<file path="src/rtl/bit_seq_pkg.sv">
// bit_seq_pkg: shared constants for the bit_seq pattern sequencer.
//   - Avalon register addresses ADDR_CTRL..ADDR_IRQ
//   - CTRL (write/read) and IRQ bit positions
//   - FSM state encoding
package bit_seq_pkg;

  localparam logic [3:0] ADDR_CTRL    = 4'd0;
  localparam logic [3:0] ADDR_MANUAL  = 4'd1;
  localparam logic [3:0] ADDR_PATTERN = 4'd2;
  localparam logic [3:0] ADDR_LEN     = 4'd3;
  localparam logic [3:0] ADDR_DIV_LO  = 4'd4;
  localparam logic [3:0] ADDR_DIV_HI  = 4'd5;
  localparam logic [3:0] ADDR_REPEAT  = 4'd6;
  localparam logic [3:0] ADDR_IRQ     = 4'd7;

  // CTRL write bits
  localparam int unsigned CTRL_START = 0;
  localparam int unsigned CTRL_ABORT = 1;
  // CTRL read bits
  localparam int unsigned STAT_BUSY  = 0;
  localparam int unsigned STAT_DONE  = 1;
  // IRQ register bits
  localparam int unsigned IRQ_EN_BIT   = 0;
  localparam int unsigned IRQ_PEND_BIT = 1;

  typedef enum logic {
    ST_IDLE = 1'b0,
    ST_RUN  = 1'b1
  } state_t;

endpackage

</file>
<file path="src/rtl/bit_seq_prescaler.sv">
// bit_seq_prescaler: counts 0..div while enabled and flags the last count.
//   csi_clk, csi_reset : clock, synchronous active-high reset
//   clr                : synchronous clear of the count
//   en                 : count enable
//   div                : terminal count (clocks per step = div+1)
//   tick_c             : combinational step tick, high while en and count==div
module bit_seq_prescaler #(
  parameter int unsigned DIV_W = 16
) (
  input  logic             csi_clk,
  input  logic             csi_reset,
  input  logic             clr,
  input  logic             en,
  input  logic [DIV_W-1:0] div,
  output logic             tick_c
);

  logic [DIV_W-1:0] presc;

  assign tick_c = en && (presc == div);

  always_ff @(posedge csi_clk) begin
    if (csi_reset || clr) begin
      presc <= '0;
    end else if (en) begin
      presc <= tick_c ? '0 : presc + DIV_W'(1);
    end
  end

endmodule

</file>
<file path="src/rtl/bit_seq.sv">
// bit_seq: Avalon-MM slave driving one output bit from a programmable
// serial pattern; follows a manual level when idle.
//   csi_clk, csi_reset   : clock, synchronous active-high reset
//   avs_s1_*             : 4-bit address, 8-bit data slave, 1-cycle read latency
//   coe_bit              : sequenced output bit (registered)
//   ins_irq              : completion interrupt (only with BIT_SEQ_IRQ_EN)
// Optional feature macro: BIT_SEQ_IRQ_EN (register 7 and ins_irq).
module bit_seq
  import bit_seq_pkg::*;
#(
  parameter int unsigned DIV_W = 16,
  parameter int unsigned REP_W = 8
) (
  input  logic       csi_clk,
  input  logic       csi_reset,
  input  logic [3:0] avs_s1_address,
  input  logic       avs_s1_read,
  output logic [7:0] avs_s1_readdata,
  input  logic       avs_s1_write,
  input  logic [7:0] avs_s1_writedata,
  output logic       coe_bit
`ifdef BIT_SEQ_IRQ_EN
  ,
  output logic       ins_irq
`endif
);

  state_t           state;
  logic             manual;
  logic [7:0]       pattern;
  logic [2:0]       len_r;
  logic [7:0]       div_lo;
  logic [7:0]       div_hi;
  logic [REP_W-1:0] repeat_r;
  logic             done;

  // Shadow copies taken at START so register writes cannot disturb a run
  logic [7:0]       sh_pattern;
  logic [2:0]       sh_len;
  logic [DIV_W-1:0] sh_div;
  logic [REP_W-1:0] sh_repeat;
  logic [2:0]       idx;
  logic [REP_W-1:0] rep;

`ifdef BIT_SEQ_IRQ_EN
  logic irq_en;
  logic pend;
`endif

  logic       wr_ctrl_c;
  logic       start_c;
  logic       abort_c;
  logic       step_c;
  logic       last_bit_c;
  logic       finish_c;
  logic [2:0] next_idx_c;
  logic [7:0] rdata_c;

  assign wr_ctrl_c  = avs_s1_write && (avs_s1_address == ADDR_CTRL);
  // ABORT wins over START in the same write
  assign start_c    = wr_ctrl_c && avs_s1_writedata[CTRL_START] &&
                      !avs_s1_writedata[CTRL_ABORT] && (state == ST_IDLE);
  assign abort_c    = wr_ctrl_c && avs_s1_writedata[CTRL_ABORT] && (state == ST_RUN);
  assign last_bit_c = (idx == sh_len);
  assign next_idx_c = last_bit_c ? 3'd0 : idx + 3'd1;
  // REPEAT==0 never finishes; rep simply wraps
  assign finish_c   = step_c && last_bit_c && (sh_repeat != '0) &&
                      ((rep + REP_W'(1)) == sh_repeat);

  bit_seq_prescaler #(.DIV_W(DIV_W)) u_presc (
    .csi_clk   (csi_clk),
    .csi_reset (csi_reset),
    .clr       (start_c),
    .en        (state == ST_RUN),
    .div       (sh_div),
    .tick_c    (step_c)
  );

  // Read-data mux
  always_comb begin
    rdata_c = '0;
    case (avs_s1_address)
      ADDR_CTRL: begin
        rdata_c[STAT_BUSY] = (state == ST_RUN);
        rdata_c[STAT_DONE] = done;
      end
      ADDR_MANUAL:  rdata_c[0] = manual;
      ADDR_PATTERN: rdata_c    = pattern;
      ADDR_LEN:     rdata_c    = 8'(len_r);
      ADDR_DIV_LO:  rdata_c    = div_lo;
      ADDR_DIV_HI:  rdata_c    = div_hi;
      ADDR_REPEAT:  rdata_c    = 8'(repeat_r);
`ifdef BIT_SEQ_IRQ_EN
      ADDR_IRQ: begin
        rdata_c[IRQ_EN_BIT]   = irq_en;
        rdata_c[IRQ_PEND_BIT] = pend;
      end
`endif
      default: ;
    endcase
  end

  // Register file, FSM and output bit
  always_ff @(posedge csi_clk) begin
    if (csi_reset) begin
      state           <= ST_IDLE;
      manual          <= 1'b0;
      pattern         <= '0;
      len_r           <= '0;
      div_lo          <= '0;
      div_hi          <= '0;
      repeat_r        <= '0;
      done            <= 1'b0;
      sh_pattern      <= '0;
      sh_len          <= '0;
      sh_div          <= '0;
      sh_repeat       <= '0;
      idx             <= '0;
      rep             <= '0;
      coe_bit         <= 1'b0;
      avs_s1_readdata <= '0;
`ifdef BIT_SEQ_IRQ_EN
      irq_en          <= 1'b0;
      pend            <= 1'b0;
      ins_irq         <= 1'b0;
`endif
    end else begin
      if (avs_s1_write) begin
        case (avs_s1_address)
          ADDR_MANUAL:  manual   <= avs_s1_writedata[0];
          ADDR_PATTERN: pattern  <= avs_s1_writedata;
          ADDR_LEN:     len_r    <= avs_s1_writedata[2:0];
          ADDR_DIV_LO:  div_lo   <= avs_s1_writedata;
          ADDR_DIV_HI:  div_hi   <= avs_s1_writedata;
          ADDR_REPEAT:  repeat_r <= REP_W'(avs_s1_writedata);
`ifdef BIT_SEQ_IRQ_EN
          ADDR_IRQ:     irq_en   <= avs_s1_writedata[IRQ_EN_BIT];
`endif
          default: ;
        endcase
      end

      if (avs_s1_read) begin
        avs_s1_readdata <= rdata_c;
      end

      case (state)
        ST_IDLE: begin
          coe_bit <= manual;
          if (start_c) begin
            state      <= ST_RUN;
            sh_pattern <= pattern;
            sh_len     <= len_r;
            sh_div     <= DIV_W'({div_hi, div_lo});
            sh_repeat  <= repeat_r;
            idx        <= '0;
            rep        <= '0;
            done       <= 1'b0;
            coe_bit    <= pattern[0];
          end
        end
        ST_RUN: begin
          if (abort_c) begin
            state   <= ST_IDLE;
            coe_bit <= manual;
          end else if (finish_c) begin
            state   <= ST_IDLE;
            done    <= 1'b1;
            coe_bit <= manual;
          end else if (step_c) begin
            // Present the next bit on the step edge so each bit lasts DIV+1 clocks
            idx     <= next_idx_c;
            coe_bit <= sh_pattern[next_idx_c];
            if (last_bit_c) begin
              rep <= rep + REP_W'(1);
            end
          end else begin
            coe_bit <= sh_pattern[idx];
          end
        end
        default: state <= ST_IDLE;
      endcase

`ifdef BIT_SEQ_IRQ_EN
      // Set wins over a simultaneous write-1-clear
      if (finish_c) begin
        pend <= 1'b1;
      end else if (avs_s1_write && (avs_s1_address == ADDR_IRQ) &&
                   avs_s1_writedata[IRQ_PEND_BIT]) begin
        pend <= 1'b0;
      end
      ins_irq <= pend && irq_en;
`endif
    end
  end

endmodule

</file>
<file path="config.mk">
export PLATFORM = sky130hd
export DESIGN_NAME = bit_seq
export DESIGN_NICKNAME = d
export VERILOG_FILES = /design/src/rtl/bit_seq_pkg.sv /design/src/rtl/bit_seq_prescaler.sv /design/src/rtl/bit_seq.sv
export SDC_FILE = /design/constraint.sdc
export NUM_CORES = 1
export LEC_CHECK = 0
export CAP_MARGIN = 20
export CORE_MARGIN = 3
export CORE_UTILIZATION = 35
export DETAILED_ROUTE_END_ITERATION = 7
export SYNTH_ARGS = -nofsm -noshare
export SYNTH_HDL_FRONTEND = slang
export SYNTH_SLANG_ARGS = --single-unit
</file>
<file path="constraint.sdc">
create_clock -name csi_clk -period 2.5 [get_ports csi_clk]
set_clock_uncertainty 0.15 [all_clocks]
set_input_delay 0.5 -clock csi_clk [delete_from_list [all_inputs] [get_ports csi_clk]]
set_output_delay 0.5 -clock csi_clk [all_outputs]
set_load 0.01 [all_outputs]
</file>
-- After elaboration in Yosys (flattened, before gate mapping)
Cells that the tools add are included.
W data, S select, Z words.
- register bits after elaboration: 109
- memories kept: 0
- bits in writable memories: 0
- latch bits: 0
- word-level logic and storage cells: 95
- memory bits (read-only): 0
- bitwise operators: 1
- order comparisons: 2
- add/subtract/negate cells: 3
- multipliers: 0
- multiplexer cells: 33
- equality and inequality tests: 15
- shift operators: 0
- reduce and logical (&&, ||, !) cells: 24
- div/mod/pow operators: 0
- operator list (cell ; number):
    $mux W8 ; 5
    $pmux W6 S5 ; 1
    $add A16 B1 Y16 const B ; 1
    $eq A16 B16 Y1 ; 1
    $mux W16 ; 1
    $pmux W8 S2 ; 1
    $mux W3 ; 5
    $reduce_and A2 Y1 ; 7
    $eq A4 B3 Y1 const B ; 3
    $mux W1 ; 12
    $logic_and A1 B1 Y1 ; 10
    $add A8 B1 Y8 const B ; 1
    $eq A4 B2 Y1 const B ; 2
    $eq A8 B8 Y1 ; 1
    $lt A3 B4 Y1 const B ; 2
    $ne A2 B1 Y1 const B ; 4
    $reduce_bool A8 Y1 ; 1
    $pmux W1 S7 ; 1
    $bmux W1 S3 ; 2
    $pmux W1 S2 ; 3
    $pmux W1 S6 ; 1
    $pmux W3 S2 ; 1
    $reduce_and A5 Y1 ; 1
    $eq A4 B1 Y1 const B ; 1
    9 further kinds ; 10

-- Depth between registers and ports, before layout
Gate-level depths: netlist (run 1).
- word-level depth: 8
- gate-level depth with buffers: 9
- gate-level depth less buffers: 8

-- Modules after synthesis
A second synthesis (run 1) with hierarchy kept.
- cell total of the unflattened synthesis: 641
- area, all modules: 5491.5 um^2
- by module, submodules not included (module ; sequential area each (um^2) ; times used ; cells an instance ; area an instance (um^2)):
    bit_seq ; 1861.8 ; 1 ; 528 ; 4463.0
    bit_seq_prescaler ; 320.3 ; 1 ; 113 ; 1028.5

-- Worst setup path after synthesis (run 1)
OpenSTA, ideal clock, no wires.
- path type: reg-to-reg
- from: register rep[0]
- to: register coe_bit
- stages on the path, launching flop included: 9
- arrival: 2187 ps
- clock period less this slack: 2440 ps
- library setup time: 103 ps
- slack: 60 ps
- required time: 2247 ps
- buffers on the path: 0
- cells stage by stage: dfxtp_1 > ha_1 > and3_1 > and4_1 > o2111ai_1 > or4b_4 > o21ai_2 > nor3_1 > a2111oi_2
- word-level cells in the longest chain between the ends: 6
- ends and longest elaborated chain (item ; line ; source):
    start, declared ; bit_seq.sv:43 ; logic [REP_W-1:0] rep;
    start signal, assigned ; bit_seq.sv:175 ; rep <= rep + REP_W'(1);
    $add A8 B1 Y8 ; bit_seq.sv:68 ; ((rep + REP_W'(1)) == sh_repeat);
    $eq A8 B8 Y1 ; bit_seq.sv:68 ;
    $logic_and A1 B1 Y1 ; bit_seq.sv:67 ; assign finish_c = step_c && last_bit_c && (sh_repeat != '0) &&
    $mux W1 ; bit_seq.sv:166 ; end else if (finish_c) begin
    $mux W1 ; bit_seq.sv:163 ; if (abort_c) begin
    $pmux W1 S2 ; bit_seq.sv:147 ; case (state)
    end signal, assigned ; bit_seq.sv:149 ; coe_bit <= manual;
    end signal, assigned ; bit_seq.sv:165 ; coe_bit <= manual;
    end signal, assigned ; bit_seq.sv:169 ; coe_bit <= manual;
    end, declared ; bit_seq.sv:21 ; output logic coe_bit
No other way between the ends.
A chain may end at the register's enable or synchronous reset.

-- Worst setup path in the final report (run 1)
- from: register sh_div[13]
- to: register idx[1]
- word-level cells in the longest chain between the ends: 7
- elaborated cells between the ends (all ways): 8
- classes of those cells: 3 x eq/ne; 5 x reduce/logical
- ends and longest elaborated chain (item ; line ; source):
    start, declared ; bit_seq.sv:40 ; logic [DIV_W-1:0] sh_div;
    start signal, assigned ; bit_seq.sv:154 ; sh_div <= DIV_W'({div_hi, div_lo});
    $eq A16 B16 Y1 (*) ; bit_seq_prescaler.sv:20 ; assign tick_c = en && (presc == div);
    $logic_and A1 B1 Y1 (*) ; bit_seq_prescaler.sv:20 ;
    $logic_and A1 B1 Y1 (3 in series) ; bit_seq.sv:67 ;
    $ne A2 B2 Y1 (no source line) ; n/a ;
    $reduce_and A4 Y1 (no source line) (*) ; n/a ;
    end signal, assigned ; bit_seq.sv:172 ; idx <= next_idx_c;
    end, declared ; bit_seq.sv:42 ; logic [2:0] idx;
Mark *: on every way between the ends. The rest lies on a longest branch, timed or not.

==> results of run 1 <==
==> flip-flops by register name, summed over array words and instances (netlist names), 3 cells and up <==
register / cells
sh_div: 16
u_presc.presc: 16
avs_s1_readdata: 8
div_hi: 8
div_lo: 8
pattern: 8
rep: 8
repeat_r: 8
sh_pattern: 8
sh_repeat: 8
idx: 3
len_r: 3
sh_len: 3
==> cells by family (layout without fill, tap and decap cells) <==
logic type	count (synthesis)	count (layout)	share of synthesized area, %
multiplexers	44	44	9.22
adder cells (fa/ha/maj)	3	3	0.717
AO/OA/AOI/OAI	115	116	13.4
XOR/XNOR	42	42	7.31
buffers and inverters	44	108	3.46
flip-flops	109	109	41.7
AND/OR/NAND/NOR	262	262	24.2
==> final cells by class <==
cell class                 instances  area, µm²  share of cell area, %
multi-input combinational        467       3040                   46.3
sequential                       109       2200                   33.6
timing repair buffer              87        766                   11.7
clock buffer                      11        243                   3.70
tap                              184        230                   3.51
clock inverter                     5       60.1                  0.916
inverter                           5       18.8                  0.286
==> worst paths after layout <==
kind,start,slack (ns),to
max,sh_div[13],0.06,idx[1]
min,sh_div[11],0.32,sh_div[11]
max reg2reg,sh_div[13],0.06,idx[1]
min reg2reg,sh_div[11],0.32,sh_div[11]
==> metal layers <==
layer | up-vias | part of all wire [%] | global-route usage (%) | routed length [µm]
li1 | 2268 | - | - | -
met1 | 2233 | 49 | 23.0 | 6520
met2 | 96 | 46 | 26.9 | 6130
met3 | 13 | 4.1 | 3.24 | 550
met4 | 0 | 1.2 | 4.49 | 157
met5 | - | 0 | 0 | 0
==> synthesized netlist by cell type, drive strengths merged, types with 2 or more instances <==
master and number:
a2111oi 2, a211o 2, a21oi 64, a22oi 12, a31oi 6, and3 7, and4 4, buf 8
clkbuf 31, dfxtp 109, ha 3, inv 5, mux2i 40, mux4 3, nand2 97, nand2b 9
nand3 31, nand3b 2, nand4 7, nand4b 3, nor2 65, nor2b 13, nor3 8, nor3b 3
nor4 3, o211ai 5, o21ai 10, o221a 2, o221ai 2, o22ai 5, or4 2, or4b 2
xnor2 25, xor2 17
==> critical path, cell delays in order (launching register included) <==
cell	delay (ns)
dfxtp_1	0.39
xnor2_2	0.12
nand4_1	0.18
nor4_4	0.40
or4b_4	0.56
o211ai_4	0.26
o21ai_0	0.15
a21oi_2	0.16
==> through the flow <==
stage	setup TNS (ns)	std cells	utilization (%)	hold slack [ns]
floorplan	0	619	-	0.291
global placement	-9.31	845	41.3	0.308
detailed placement	-12.13	845	41.3	0.310
CTS	0	866	44.1	0.319
global route	-0.106	868	44.9	0.339
finish	0	868	44.9	0.320
==> report_power, final <==
group          internal, W  switching (W)
Clock             0.000804       0.000637
Combinational    0.0000730       0.000103
Sequential         0.00174     0.00000793
Total              0.00262       0.000747
==> repair_timing <==
action	in CTS	in global routing
buffers inserted	5	1
gates cloned	0	1
gates resized for setup	14	31
pin swaps	8	18
setup endpoints to repair	12	13
==> results.py, run 1 <==
metrics = {
    "status": {
        "outcome": "complete, no violations",
    },
    "run": {
        "cap_violations": 0,
    },
    "global_routing": {
        "grt_pass1_vias": 4460,
        "grt_first_pass_wirelength_mm": 22.3,
        "grt.overflow.total": 0,
        "grt_max_degree": 86,
        "antenna_found_initial": 0,
        "grt_use_total_pct": 16.7,
    },
    "logic_synthesis": {
        "seq_area_frac_synth_pct": 41.7,
        "synth_ff_type": "dfxtp_1",
        "synth.distinct_cells": 60,
        "synth_top_area_share_pct": 41.7,
        "synth_warnings": 0,
        "synth_area_per_cell_um2": 8.46,
        "postSynthCellCount": 619,
        "yosys-top-cells-area": "dfxtp_1 42%, mux2i_1 7.6%, nand2_1 7.0%, a21oi_1 6.1%, nor2_1 4.7%",
        "ys_ff_latch": 109,
        "synth_area_mm2": 0.00524,
        "synth_edf_count": 0,
        "synth_top_cell_by_area": "dfxtp_1",
        "synth_nets": 638,
        "synth-async-reset-ratio_pct": 0,
    },
    "sta": {
        "layout_setup_ws_ns": 0.0610,
        "tightest_slew_ns": 0.514,
        "rsz0062_at_grt": "true",
        "drv_slew": 0,
        "hold_violations": 0,
        "clock.fmax_mhz": 410,
        "fin_crit_sh_pct": 97.6,
        "maxSlewHeadroom_pct": 65.6,
        "final-setup-viol-count": 0,
        "min_period_ns": 2.44,
    },
    "critical_path": {
        "worstPathMaxFanout": 7,
        "critical_path_class": "reg2reg",
        "r2r_cells": 7,
        "critPathRequiredTime_ns": 2.63,
        "cp-end-kind": "flop",
        "arrival_ns": 2.57,
        "start_kind": "flop",
    },
    "drt": {
        "routedWlPerCell_um": 15.4,
        "via_count": 4610,
        "drc": 0,
        "ant_nets": 0,
        "drt_pass1_iterations": 5,
        "dr.first_iter.drc_count": 297,
        "totalWireLength_mm": 13.4,
        "routed_via_density": 5.31,
    },
    "floorplanning": {
        "die_width_um": 128,
        "core_region_area_mm2": 0.0146,
        "die-area_mm2": 0.0165,
        "io_pins": 25,
        "die_h_um": 128,
        "start_util_pct": 35.9,
        "rows": 44,
    },
    "place": {
        "dp.final_hpwl_mm": 9.82,
        "port_buffers": 24,
        "pre_cts_ws_ns": -0.683,
        "gp_congestion": 0.854,
        "dpl-instance-area_mm2": 0.00602,
    },
    "final_layout": {
        "design_area_mm2": 0.00655,
        "final_cell_mix": "96 x nand2_1, 96 x dfxtp_1, 65 x nor2_1",
        "antenna_cells": 0,
        "layout.nets": 698,
        "drive_above_1_share_pct": 19.0,
        "nFillCells": 1380,
        "area_growth_pct": 25.1,
    },
    "clock_tree": {
        "ctsRootBufferMaster": "clkbuf_16",
        "path_clk_slew_ns": 0.07,
        "cts_tree": "yes",
        "insertion_delay_ns": 0.35,
        "cts_sinks": 109,
        "cts_max_path_buffers": 2,
        "hold_buffers": 0,
        "htree_num_levels": 3,
        "cts_made_buffers": 9,
    },
    "pwr": {
        "total_power_w": 0.00337,
        "leakage_nw": 2.34,
        "peakVddDrop_mv": 0.467,
        "p_per_area_mw_per_mm2": 514,
    },
    "worst_hold_path": {
        "hold_depth": 2,
        "holdCritPathClass": "reg2reg",
    },
}
(Power assumes the default switching activity.)
==> run 2, diff against run 1 <==
--- a/constraint.sdc
+++ b/constraint.sdc
@@ -3,3 +3,3 @@
 set_input_delay 0.5 -clock csi_clk [delete_from_list [all_inputs] [get_ports csi_clk]]
 set_output_delay 0.5 -clock csi_clk [all_outputs]
-set_load 0.01 [all_outputs]
+set_load 0.1 [all_outputs]
==> run 2 against run 1 <==
Compared with the run above:
- via count shrank 2.1%
- cell count is 0.58% lower
- highest routed layer unchanged
- first-iteration DRC count grew 16%
- critical endpoint is now rep[2]
==> results.py, run 2 (synthesis results as in run 1) <==
metrics = {
    "status": {
        "outcome": "complete, no violations",
    },
    "sta": {
        "rsz0062_at_grt": "true",
        "hold_slack_ns": 0.312,
        "tightest_slew_ns": 0.443,
        "clock.fmax_mhz": 414,
        "hold_violations": 0,
        "fin_crit_sh_pct": 96.7,
        "drv_slew": 0,
        "final-setup-viol-count": 0,
        "min_period_ns": 2.42,
        "maxSlewHeadroom_pct": 70.4,
    },
    "pwr": {
        "p_per_area_mw_per_mm2": 526,
        "total_power_w": 0.00337,
        "leakage_nw": 2.30,
        "peakVddDrop_mv": 0.335,
    },
    "clock_tree": {
        "cts_sinks": 109,
        "cts_max_path_buffers": 2,
        "htree_num_levels": 3,
        "insertion_delay_ns": 0.36,
        "hold_buffers": 0,
        "ctsRootBufferMaster": "clkbuf_16",
        "cts_made_buffers": 9,
        "cts_tree": "yes",
        "path_clk_slew_ns": 0.07,
    },
    "drt": {
        "dr.first_iter.drc_count": 345,
        "drc": 0,
        "totalWireLength_mm": 13.4,
        "ant_nets": 0,
        "drt_pass1_iterations": 4,
        "routed_via_density": 5.23,
        "routedWlPerCell_um": 15.5,
        "via_count": 4512,
    },
    "floorplanning": {
        "io_pins": 25,
        "core_region_area_mm2": 0.0146,
        "start_util_pct": 35.9,
        "die_h_um": 128,
        "die_width_um": 128,
        "rows": 44,
        "die-area_mm2": 0.0165,
    },
    "global_routing": {
        "grt_pass1_vias": 4518,
        "grt_use_total_pct": 17.1,
        "grt_max_degree": 86,
        "grt.overflow.total": 0,
        "grt_first_pass_wirelength_mm": 22.5,
        "antenna_found_initial": 0,
    },
    "critical_path": {
        "critPathBufInv": 2,
        "arrival_ns": 2.54,
        "crit_family": "simple AND/OR/NAND/NOR gates",
        "cp_cell_sequence": "clkdlybuf4s50_1 -> or3b_4 -> nor3_4 -> buf_4 -> nand3_1 -> o211ai_1 -> a21oi_4 -> or2b_1 -> a31oi_1",
        "start_kind": "input pin",
        "cp-end-kind": "flop",
        "cpPeakStageDelay_ns": 0.50,
        "slowest_stage": "clkdlybuf4s50_1",
        "worstPathMaxFanout": 13,
        "critical_path_class": "in2reg",
        "critPathRequiredTime_ns": 2.63,
    },
    "final_layout": {
        "instances_no_fill": 863,
        "area_growth_pct": 22.4,
        "final_common_cell": "dfxtp_1",
        "antenna_cells": 0,
        "largest_registers": "sh_div (16), u_presc.presc (16)",
        "layout.nets": 693,
        "drive_above_1_share_pct": 17.7,
        "nFillCells": 1424,
        "final_cell_mix": "101 x dfxtp_1, 96 x nand2_1, 65 x nor2_1",
    },
    "place": {
        "place_inst": 845,
        "port_buffers": 24,
        "dp.final_hpwl_mm": 9.87,
        "gp_congestion": 0.844,
    },
    "run": {
        "cap_violations": 0,
    },
    "worst_hold_path": {
        "holdCritPathClass": "reg2reg",
    },
}
run 2: cell types whose count changed in the layout (fill, tap and decap cells not counted), moves of 2 or more:
cell / before / now
a21oi_2: 4 / 2
buf_4: 59 / 64
clkdlybuf4s50_1: 20 / 14
clkinvlp_4: 4 / 2
dfxtp_1: 96 / 101
dfxtp_2: 12 / 8
dlymetal6s2s_1: 3 / 0
o21ai_1: 0 / 2
run 2: report_power, final:
part	leakage, nW	internal, W	switching, W
clock	0.136	0.000780	0.000659
combinational	1.28	0.0000730	0.000106
sequential	0.882	0.00174	0.00000788
total	2.30	0.00260	0.000773
run 2: metal layers:
| metal | track usage, % | wire, µm |
|---|---|---|
| met3 | 2.32 | 384 |
| met2 | 27.9 | 6310 |
| met5 | 0 | 0 |
| met1 | 23.2 | 6550 |
| met4 | 6.18 | 146 |
run 2: layout make-up:
class	instances	area (µm²)	area share [%]
Tap cell	184	230	3.59
Clock inverter	5	58.8	0.918
Clock buffer	11	233	3.63
Inverter	5	18.8	0.293
Multi-Input combinational cell	466	2970	46.3
Timing Repair Buffer	83	706	11.0
Sequential cell	109	2190	34.2
run 2: repair_timing:
| item | 4_1_cts | 5_1_grt |
|---|---|---|
| setup buffers | 2 | 0 |
| endpoints found under the setup margin | 12 | 13 |
| resized for setup | 6 | 21 |
| pin swaps | 4 | 8 |
run 2: tightest hold or removal path, stage by stage, from the launching register on:
cell and delay (ns):
dfxtp_1 0.33, nand2_1 0.06, a21oi_1 0.05
run 2: final timing paths:
check                                   from         to  slack (ns)  cells after the start
worst min-delay path               div_hi[1]  sh_div[9]        0.31                      2
worst max-delay path            avs_s1_write     rep[2]        0.08                      9
worst min register to register     div_hi[1]  sh_div[9]        0.31                      2
worst max register to register     sh_div[9]     idx[1]        0.10                      7
run 2: metrics by stage:
| step | TNS (ns) | util, % | instance area (µm²) | setup slack [ns] |
|---|---|---|---|---|
| floorplan | 0 | - | 5240 | 0.0600 |
| global placement | -9.25 | 41.1 | 6000 | -0.573 |
| detailed placement | -12.63 | 41.1 | 6000 | -0.711 |
| CTS | -0.00145 | 43.5 | 6340 | -0.00145 |
| global route | -0.121 | 43.9 | 6410 | -0.0558 |
| finish | 0 | 43.9 | 6410 | 0.0836 |
==> run 3, diff against run 2 <==
Settings changed: ABC_AREA from default to 1, SLEW_MARGIN from default to 10.
==> run 3 against run 2 <==
Compared with the run above:
- wire length rose by 0.61%
- utilization fell by 1.6 points
- cell area fell by 2.9%
- die area rose by 1.2%
- non-clock buffer count fell by 19
- clock power fell by 3%
- sequential cell count did not move
- sequential share of layout area rose by 0.88 points
- largest power group unchanged
==> results.py, run 3 <==
metrics = {
    "critical_path": {
        "worstReg2RegEnd": "rep[2]",
        "r2r_cells": 12,
        "cp-end-kind": "flop",
        "worstReg2RegStart": "rep[1]",
        "critPathRequiredTime_ns": 2.60,
        "worstPathMaxFanout": 16,
        "reg2reg_slack_ns": 0.23,
        "arrival_ns": 2.38,
        "start_kind": "flop",
        "critical_path_class": "reg2reg",
    },
    "drt": {
        "totalWireLength_mm": 13.5,
        "via_count": 4761,
        "dr.first_iter.drc_count": 272,
        "drt_pass1_iterations": 5,
        "drc": 0,
        "routed_via_density": 4.86,
        "ant_nets": 0,
        "routedWlPerCell_um": 13.8,
    },
    "clock_tree": {
        "cts_made_buffers": 9,
        "cts_max_path_buffers": 2,
        "post-cts-setup-buffers": 0,
        "insertion_delay_ns": 0.36,
        "cts_sinks": 109,
        "path_clk_slew_ns": 0.08,
        "cts_tree": "yes",
        "hold_buffers": 0,
        "htree_num_levels": 3,
        "ctsRootBufferMaster": "clkbuf_16",
        "cts_resized": 0,
    },
    "logic_synthesis": {
        "synth.distinct_cells": 41,
        "synth_nets": 763,
        "synth_top_area_share_pct": 41.2,
        "synth-async-reset-ratio_pct": 0,
        "yosys-top-cells-area": "dfxtp_1 41%, nand2_1 8.6%, a21oi_1 8.5%, o21ai_0 8.3%, inv_1 7.2%",
        "ys_ff_latch": 109,
        "ys_top_cells_by_count": "122 x nand2_1, 109 x dfxtp_1, 101 x inv_1",
        "synth_top_family_by_area": "simple AND/OR/NAND/NOR gates",
        "synth_ff_type": "dfxtp_1",
        "synthMuxAreaShare_pct": 0,
        "synth_adder_area_share_pct": 0.708,
        "seq_area_frac_synth_pct": 41.2,
        "synth_edf_count": 0,
        "synthSimpleGateAreaFrac_pct": 23.2,
        "synth_area_per_cell_um2": 7.13,
        "synth-xor-area-share_pct": 3.94,
        "synth_top_cell_by_area": "dfxtp_1",
        "synth_warnings": 0,
        "synth_compound_area_share_pct": 20.4,
        "yosysMostFrequentCell": "nand2_1",
        "postSynthCellCount": 744,
        "synth_area_mm2": 0.00530,
    },
    "global_routing": {
        "grt_max_degree": 49,
        "grtUsageMet1_pct": 23.2,
        "antenna_found_initial": 0,
        "use_met3_pct": 3.83,
        "grt.overflow.total": 0,
        "grt-busiest-layer": "met2",
        "met2_usage_pct": 26.4,
        "grt_pass1_vias": 4469,
        "grt_first_pass_wirelength_mm": 22.3,
        "grt_use_total_pct": 16.9,
    },
    "place": {
        "gp_congestion": 0.850,
        "dpl-instance-area_mm2": 0.00593,
        "port_buffers": 24,
        "dp.final_hpwl_mm": 10.1,
    },
    "status": {
        "outcome": "complete, no violations",
    },
    "worst_hold_path": {
        "hold_depth": 2,
        "hold_path_end": "len_r[2]",
        "min_from": "len_r[2]",
        "holdCritPathClass": "reg2reg",
    },
    "floorplanning": {
        "core_region_area_mm2": 0.0147,
        "rows": 44,
        "start_util_pct": 36.1,
        "die_width_um": 129,
        "die-area_mm2": 0.0167,
        "die_h_um": 129,
        "io_pins": 25,
    },
    "sta": {
        "maxSlewHeadroom_pct": 58.7,
        "clock.fmax_mhz": 440,
        "tightest_slew_ns": 0.603,
        "rsz0062_at_grt": "false",
        "fin_crit_sh_pct": 90.9,
        "min_period_ns": 2.27,
        "drv_slew": 0,
        "final-setup-viol-count": 0,
        "hold_violations": 0,
    },
    "pwr": {
        "leakage_nw": 2.46,
        "total_power_w": 0.00342,
        "p_per_area_mw_per_mm2": 550,
        "peakVddDrop_mv": 0.487,
    },
    "final_layout": {
        "largest_registers": "sh_div (16), u_presc.presc (16)",
        "final_cell_mix": "122 x nand2_1, 109 x dfxtp_1, 101 x inv_1",
        "design_area_mm2": 0.00622,
        "area_growth_pct": 17.3,
        "layout.nets": 809,
        "final_common_cell": "nand2_1",
        "antenna_cells": 0,
        "drive_above_1_share_pct": 13.3,
    },
    "run": {
        "cap_violations": 0,
    },
}
run 3: cell count changes after synthesis, sizes merged, moves of 12 or more:
| cell | change |
|---|---|
| a22oi | -12 |
| mux2i | -40 |
| clkbuf | -12 |
| inv | +99 |
| a21oi | +30 |
| nand2 | +37 |
| nor2b | -13 |
| o21ai | +80 |
run 3: cells by family after synthesis:
kind of cell / count (synthesis)
and+or+nand+nor: 266
AOI/OAI and AO/OA: 206
buffers and inverters: 137
DFF: 109
xor gates and xnor gates: 23
adders and majority gates: 3
run 3: how the worst max path moves through the flow:
stage                            startpoint            endpoint  slack (ns)  cells after the start
after floorplan                      rep[0]              rep[7]        0.44                     14
after global placement    avs_s1_address[1]  avs_s1_readdata[1]       -0.13                     10
after detailed placement  avs_s1_address[1]  avs_s1_readdata[1]       -0.03                     10
after CTS                            rep[1]              rep[2]        0.25                     12
after global routing                 rep[1]              rep[6]         0.1                     12
final                                rep[1]              rep[2]        0.23                     12
run 3: power breakdown:
group          switching, W  total, W  internal, W
combinational      0.000158  0.000256    0.0000984
clock              0.000697   0.00139     0.000696
sequential        0.0000133   0.00177      0.00176
run 3: metrics by stage:
stage | instances | TNS (ns) | hold WS, ns | setup WS (ns) | util (%)
2_1_floorplan | 744 | 0 | 0.284 | 0.442 | -
6_report | 979 | 0 | 0.317 | 0.227 | 42.3
4_1_cts | 979 | 0 | 0.319 | 0.252 | 42.3
5_1_grt | 979 | 0 | 0.337 | 0.0954 | 42.3
3_3_place_gp | 963 | -0.127 | 0.304 | -0.127 | 40.4
3_5_place_dp | 963 | -0.0322 | 0.308 | -0.0322 | 40.4
run 3: layout make-up:
type	instances	area, µm²
Clock buffer	10	229
Clock inverter	6	57.6
Fill cell	1514	8480
Inverter	108	410
Multi-Input combinational cell	498	2550
Sequential cell	109	2180
Tap cell	184	230
Timing Repair Buffer	64	556
run 3: per-layer routing:
metal,up-vias,part of all wire [%]
li1,2530,-
met1,2124,50
met2,91,44
met3,16,4.4
met4,0,1.9
met5,-,0
run 3: critical path, cell delays in order, from the launching register on:
cell	delay (ns)
dfxtp_1	0.38
ha_1	0.36
nand3_1	0.13
nand2_1	0.08
nand2_1	0.08
xor2_1	0.16
a21o_1	0.17
nor2_2	0.12
nand4_4	0.13
nand3_4	0.21
nand2_1	0.08
nand2_1	0.07
nor2_1	0.04
